$ cat config.mk
export PLATFORM = sky130hd
export DESIGN_NAME = circle_draw
export DESIGN_NICKNAME = d
export VERILOG_FILES = /design/src/rtl/circle_draw.sv
export SDC_FILE = /design/constraint.sdc
export NUM_CORES = 1
export LEC_CHECK = 0
export CAP_MARGIN = 40
export CORE_ASPECT_RATIO = 0.7
export CORE_MARGIN = 4
export CORE_UTILIZATION = 60
export CTS_CLUSTER_SIZE = 16
export DETAILED_ROUTE_END_ITERATION = 6
export MAX_ROUTING_LAYER = met4
export PLACE_DENSITY = 0.88
export SETUP_SLACK_MARGIN = 0.1
export SLEW_MARGIN = 20
export SYNTH_ARGS = -nofsm -noshare
export SYNTH_HDL_FRONTEND = slang
export SYNTH_SLANG_ARGS = --single-unit
$ cat constraint.sdc
create_clock -name clk -period 5 [get_ports clk]
set_input_delay 1.5 -clock clk [delete_from_list [all_inputs] [get_ports clk]]
set_output_delay 1.5 -clock clk [all_outputs]
set_load 0.02 [all_outputs]
$ cat src/rtl/circle_draw.sv
// Midpoint circle rasteriser: walks one octant and emits the eight symmetric points, one per clock.
// Optional clipping of off-screen points is enabled by defining CIRCLE_CLIP_EN.
module circle_draw #(
    parameter int unsigned SCR_W = 160,
    parameter int unsigned SCR_H = 120
) (
    input  logic       clk,
    input  logic       rst,
    input  logic       start,
    input  logic [7:0] xc,
    input  logic [6:0] yc,
    input  logic [6:0] r,
    output logic [7:0] x,
    output logic [6:0] y,
    output logic       plt,
    output logic       busy,
    output logic       done
);

    // The screen must fit the 8b/7b coordinate outputs.
    if (SCR_W > 256 || SCR_H > 128) begin : g_bad_size
        $error("circle_draw: screen size does not fit the coordinate outputs");
    end

    typedef enum logic [2:0] {
        StIdle,
        StInit,
        StPlot,
        StUpdate,
        StDone
    } state_e;

    state_e state_q, state_d;

    logic [7:0]        cx_q, cx_d;
    logic [6:0]        cy_q, cy_d;
    logic [6:0]        px_q, px_d;
    logic [6:0]        py_q, py_d;
    logic signed [10:0] d_q, d_d;
    logic [2:0]        oct_q, oct_d;

    logic [7:0] x_q, x_d;
    logic [6:0] y_q, y_d;
    logic       plt_q, plt_d;
    logic       done_q, done_d;

    // Octant selection: bit 2 swaps the roles of px/py, bits 0/1 negate the x/y offsets.
    logic [6:0] off_x, off_y;

    always_comb begin
        off_x = oct_q[2] ? py_q : px_q;
        off_y = oct_q[2] ? px_q : py_q;
    end

`ifdef CIRCLE_CLIP_EN
    localparam logic signed [8:0] ScrWS = 9'(SCR_W);
    localparam logic signed [8:0] ScrHS = 9'(SCR_H);

    logic signed [8:0] sum_x, sum_y;
    logic              in_range;

    always_comb begin
        sum_x = oct_q[0] ? $signed({1'b0, cx_q}) - $signed({2'b00, off_x})
                         : $signed({1'b0, cx_q}) + $signed({2'b00, off_x});
        sum_y = oct_q[1] ? $signed({2'b00, cy_q}) - $signed({2'b00, off_y})
                         : $signed({2'b00, cy_q}) + $signed({2'b00, off_y});
        // Sums past +255 read as negative here, which is off-screen either way.
        in_range = !sum_x[8] && !sum_y[8] && (sum_x < ScrWS) && (sum_y < ScrHS);
    end
`else
    logic [7:0] sum_x;
    logic [6:0] sum_y;

    always_comb begin
        sum_x = oct_q[0] ? cx_q - {1'b0, off_x} : cx_q + {1'b0, off_x};
        sum_y = oct_q[1] ? cy_q - off_y : cy_q + off_y;
    end
`endif

    // Iteration update, evaluated every cycle but only committed in StUpdate.
    logic signed [7:0]  diff;
    logic signed [10:0] d_upd;
    logic [8:0]         px_nxt, py_nxt;
    logic               more;

    always_comb begin
        diff   = $signed({1'b0, px_q}) - $signed({1'b0, py_q});
        px_nxt = {2'b00, px_q} + 9'd1;
        if (d_q[10]) begin
            d_upd  = d_q + $signed({2'b00, px_q, 2'b00}) + 11'sd6;
            py_nxt = {2'b00, py_q};
        end else begin
            d_upd  = d_q + $signed({diff[7], diff, 2'b00}) + 11'sd10;
            py_nxt = {2'b00, py_q} - 9'd1;
        end
        // Signed so that py stepping below zero (r=0) ends the walk.
        more = $signed(px_nxt) <= $signed(py_nxt);
    end

    always_comb begin
        state_d = state_q;
        cx_d    = cx_q;
        cy_d    = cy_q;
        px_d    = px_q;
        py_d    = py_q;
        d_d     = d_q;
        oct_d   = oct_q;
        x_d     = x_q;
        y_d     = y_q;
        plt_d   = 1'b0;
        done_d  = 1'b0;

        unique case (state_q)
            StIdle: begin
                if (start) begin
                    cx_d    = xc;
                    cy_d    = yc;
                    py_d    = r;
                    state_d = StInit;
                end
            end
            StInit: begin
                px_d    = 7'd0;
                d_d     = 11'sd3 - $signed({3'b000, py_q, 1'b0});
                oct_d   = 3'd0;
                state_d = StPlot;
            end
            StPlot: begin
                x_d = sum_x[7:0];
                y_d = sum_y[6:0];
`ifdef CIRCLE_CLIP_EN
                plt_d = in_range;
`else
                plt_d = 1'b1;
`endif
                oct_d = oct_q + 3'd1;
                if (oct_q == 3'd7) begin
                    state_d = StUpdate;
                end
            end
            StUpdate: begin
                d_d  = d_upd;
                px_d = px_nxt[6:0];
                py_d = py_nxt[6:0];
                if (more) begin
                    oct_d   = 3'd0;
                    state_d = StPlot;
                end else begin
                    state_d = StDone;
                end
            end
            StDone: begin
                done_d  = 1'b1;
                state_d = StIdle;
            end
            default: begin
                state_d = StIdle;
            end
        endcase
    end

    always_ff @(posedge clk) begin
        if (rst) begin
            state_q <= StIdle;
            cx_q    <= 8'd0;
            cy_q    <= 7'd0;
            px_q    <= 7'd0;
            py_q    <= 7'd0;
            d_q     <= 11'sd0;
            oct_q   <= 3'd0;
            x_q     <= 8'd0;
            y_q     <= 7'd0;
            plt_q   <= 1'b0;
            done_q  <= 1'b0;
        end else begin
            state_q <= state_d;
            cx_q    <= cx_d;
            cy_q    <= cy_d;
            px_q    <= px_d;
            py_q    <= py_d;
            d_q     <= d_d;
            oct_q   <= oct_d;
            x_q     <= x_d;
            y_q     <= y_d;
            plt_q   <= plt_d;
            done_q  <= done_d;
        end
    end

    always_comb begin
        x    = x_q;
        y    = y_q;
        plt  = plt_q;
        done = done_q;
        busy = (state_q == StInit) || (state_q == StPlot) || (state_q == StUpdate);
    end

endmodule
==> reports/metrics.yaml <==
logic_synthesis:
  async_flop_share_pct: 0
  synthDistinctLibCells: 75
  synthMuxAreaShare_pct: 3.23
  synth_top_family_by_area: "simple AND/OR/NAND/NOR gates"
  synth_xor_xnor_area_share_pct: 6.46
  ys_ff_latch: 62
  ys_top_cells_by_area: "dfxtp_1 (23%), ha_1 (15%), a21oi_1 (5.0%), nand2_1 (4.6%), xnor2_1 (3.9%)"
  synth_commonest_cells: "ha_1 (67), nand2_1 (67), dfxtp_1 (62)"
  synth_compound_area_share_pct: 21.0
  synthAdderAreaFrac_pct: 17.3
  yosysTopAreaCellShare_pct: 22.9
  yosysTopAreaCell: "dfxtp_1"
  syn_area_mm2: 0.00542
  synthCells: 678
  ys.warnings.count: 0
  synth_nets: 775
  yosys.area_share.simple_pct: 23.0
  synth_edf_count: 0
  synth_flop_cell: "dfxtp_1"
  synth_area_per_cell_um2: 8.00
  yosysSeqAreaShare_pct: 22.9
setup_path:
  crit_chain: "ha_1 > inv_1 > fa_1 > a21o_1 > a21oi_1 > o21bai_1 > a21oi_1 > xnor2_1 > ha_1 > ha_1 > o21ai_0 > nor2_1 > mux2_2 > or4b_1 > o221ai_1"
  critPathRequiredTime_ns: 5.26
  worstRegToRegCells: 15
  cpPeakStageDelay_ns: 0.58
  path_buf_inv: 1
  cp-end-kind: "flop"
  start_kind: "flop"
  cp.arrival_ns: 4.30
  worst-r2r-setup-slack_ns: 0.95
  reg2reg_from: "py_q[0]"
  crit_path_top_delay_cell: "dfxtp_1"
  path_class: "reg -> reg"
  crit_top_cell: "ha_1"
  crit_family: "adder cells"
  r2r-end: "d_q[10]"
  crit_path_max_fanout: 10
sta:
  hold_ws_ns: 0.450
  worstMarginPinSlew_ns: 0.866
  fin_tns_setup_ns: 0
  hold_violations: 0
  max_freq_mhz: 247
  maxSlewViolCount: 0
  period_needed_ns: 4.05
  skew_ns: 0.00761
  layout_setup_ws_ns: 0.954
  finalCritPeriodShare_pct: 80.9
  slew_headroom_pct: 42.1
  rsz0062_at_grt: "false"
  finalSetupViolCount: 0
status:
  outcome: "complete, no violations"
worst_hold_path:
  whs_path_depth: 2
  hp-class: "reg -> reg"
  min-delay-start: "x[4]"
  worstHoldEndpoint: "x[4]"
drt:
  routedWlPerCell_um: 19.1
  vias_per_cell: 6.52
  post-route-drc-count: 0
  drt_iter0_drc: 683
  detailedRoute.firstPassIterationCount: 5
  wirelength_um: 15800
  ant_nets: 0
  vias: 5387
die:
  ioPinCount: 43
  die-area_mm2: 0.0106
  start_util_pct: 62.9
  die_y_um: 87.5
  placementRows: 28
  core_area_mm2: 0.00862
  die_x_um: 122
grt:
  overflow: 0
  antenna_found_initial: 0
  track_usage_pct: 31.0
  grt_start_max_net_pins: 33
  grt_pass1_vias: 5102
  grt_pass1_wl_um: 25300
cells_and_area:
  syn2layout_area_growth_pct: 14.9
  drive_gt1_share_pct: 6.23
  nNetsFinal: 798
  n_antenna_cell: 0
  nFillCells: 650
  register_area_mm2: 0.00124
  multi_input_area_mm2: 0.00385
clock_network:
  cts_root_buf: "clkbuf_16"
  clkTransAtPathRegs_ns: 0.06
  cts_max_level: 3
  clock_path_buffers: 2
  cts_post_setup_buffers_inserted: 0
  cts_buffers: 9
  cts_resized: 0
  cts_hold_buffers: 0
  cts_tree: "built"
  clock-sinks: 62
  insertion_delay_ns: 0.34
pwr:
  ir_drop_mv: 0.195
  power_leakage_uw: 0.00251
  p_per_area_mw_per_mm2: 303
placed_design:
  dp_hpwl_um: 11400
  place_congestion: 1.06
  dpl_worst_slack_ns: 1.07
  port_buffers: 42
run:
  drv_cap: 0
-- cells in the final DEF, fill, tap and decap left out, types with 8 or more instances in the layout --
| cell | netlist | final |
|---|---|---|
| inv_1 | 38 | 38 |
| or3_1 | 8 | 8 |
| nand3_1 | 27 | 27 |
| a21oi_1 | 54 | 54 |
| clkbuf_16 | 0 | 9 |
| clkdlybuf4s50_1 | 0 | 41 |
| a211oi_1 | 13 | 13 |
| xor2_1 | 16 | 16 |
| xnor2_1 | 24 | 24 |
| nand2_1 | 67 | 67 |
| o21ai_0 | 28 | 28 |
| nor3_1 | 17 | 17 |
| a31oi_1 | 9 | 9 |
| nor2_1 | 49 | 49 |
| dfxtp_1 | 62 | 62 |
| ha_1 | 67 | 67 |
| mux2i_1 | 13 | 13 |
-- registers in the layout, indices dropped and copies added, names as in the netlist, 3 cells and up --
signal,count
cx_q,8
x,8
py_q,7
px_q,7
oct_q,3
cy_q,7
state_q,3
d_q,10
y,7
-- final cells by class --
type,instances,share of cell area [%]
multi-input combinational,536,61.9
sequential,62,19.9
timing repair buffer,51,8.27
clock buffer,10,3.68
inverter,41,2.47
tap,120,2.41
clock inverter,6,1.39
-- layer usage --
metal	part of all wire, %	up-vias	track usage [%]
met3	11	54	6.46
met4	2.8	0	13.1
met2	43	328	45.5
li1	-	2507	-
met1	43	2498	41.4
met5	0	-	-
-- kinds of logic (layout without fill, tap and decap cells) --
group | count (synthesis) | count (layout)
AOI/OAI and AO/OA | 174 | 174
xor gates and xnor gates | 40 | 40
adders and majority gates | 72 | 72
buffers and inverters | 80 | 108
DFF | 62 | 62
muxes | 16 | 16
and+or+nand+nor | 234 | 234
-- power by group --
group	internal (uW)	leakage [uW]	switching [uW]
Clock	435	0.000152	238
Sequential	526	0.000506	44.5
Combinational	278	0.00185	365
Total	1240	0.00251	648
-- per-stage QoR --
step	instance area (um^2)	util, %	power, uW	instances
after floorplan	5420	-	1020	678
after global placement	5850	67.9	1160	806
after detailed placement	5890	68.3	1200	808
after CTS	6200	72.0	1870	824
after global routing	6230	72.3	1970	826
final	6230	72.3	1890	826
-- worst register-to-register path: stages (launching register included) --
cell	delay, ns
dfxtp_1	0.58
ha_1	0.26
inv_1	0.06
fa_1	0.42
a21o_1	0.19
a21oi_1	0.22
o21bai_1	0.09
a21oi_1	0.19
xnor2_1	0.16
ha_1	0.26
ha_1	0.33
o21ai_0	0.27
nor2_1	0.06
mux2_2	0.28
or4b_1	0.50
o221ai_1	0.08
-- worst max path at each step --
stage / slack (ns) / depth (start not counted) / to / start
6_report: 0.95 / 15 / d_q[10] / py_q[0]
5_1_grt: 0.79 / 15 / d_q[10] / py_q[0]
4_1_cts: 1.02 / 15 / d_q[10] / py_q[0]
3_5_place_dp: 1.07 / 15 / d_q[10] / py_q[0]
3_3_place_gp: 1.20 / 15 / d_q[10] / py_q[0]
2_1_floorplan: 1.38 / 15 / d_q[10] / py_q[1]
No activity file was read; power rests on OpenSTA's default activity.
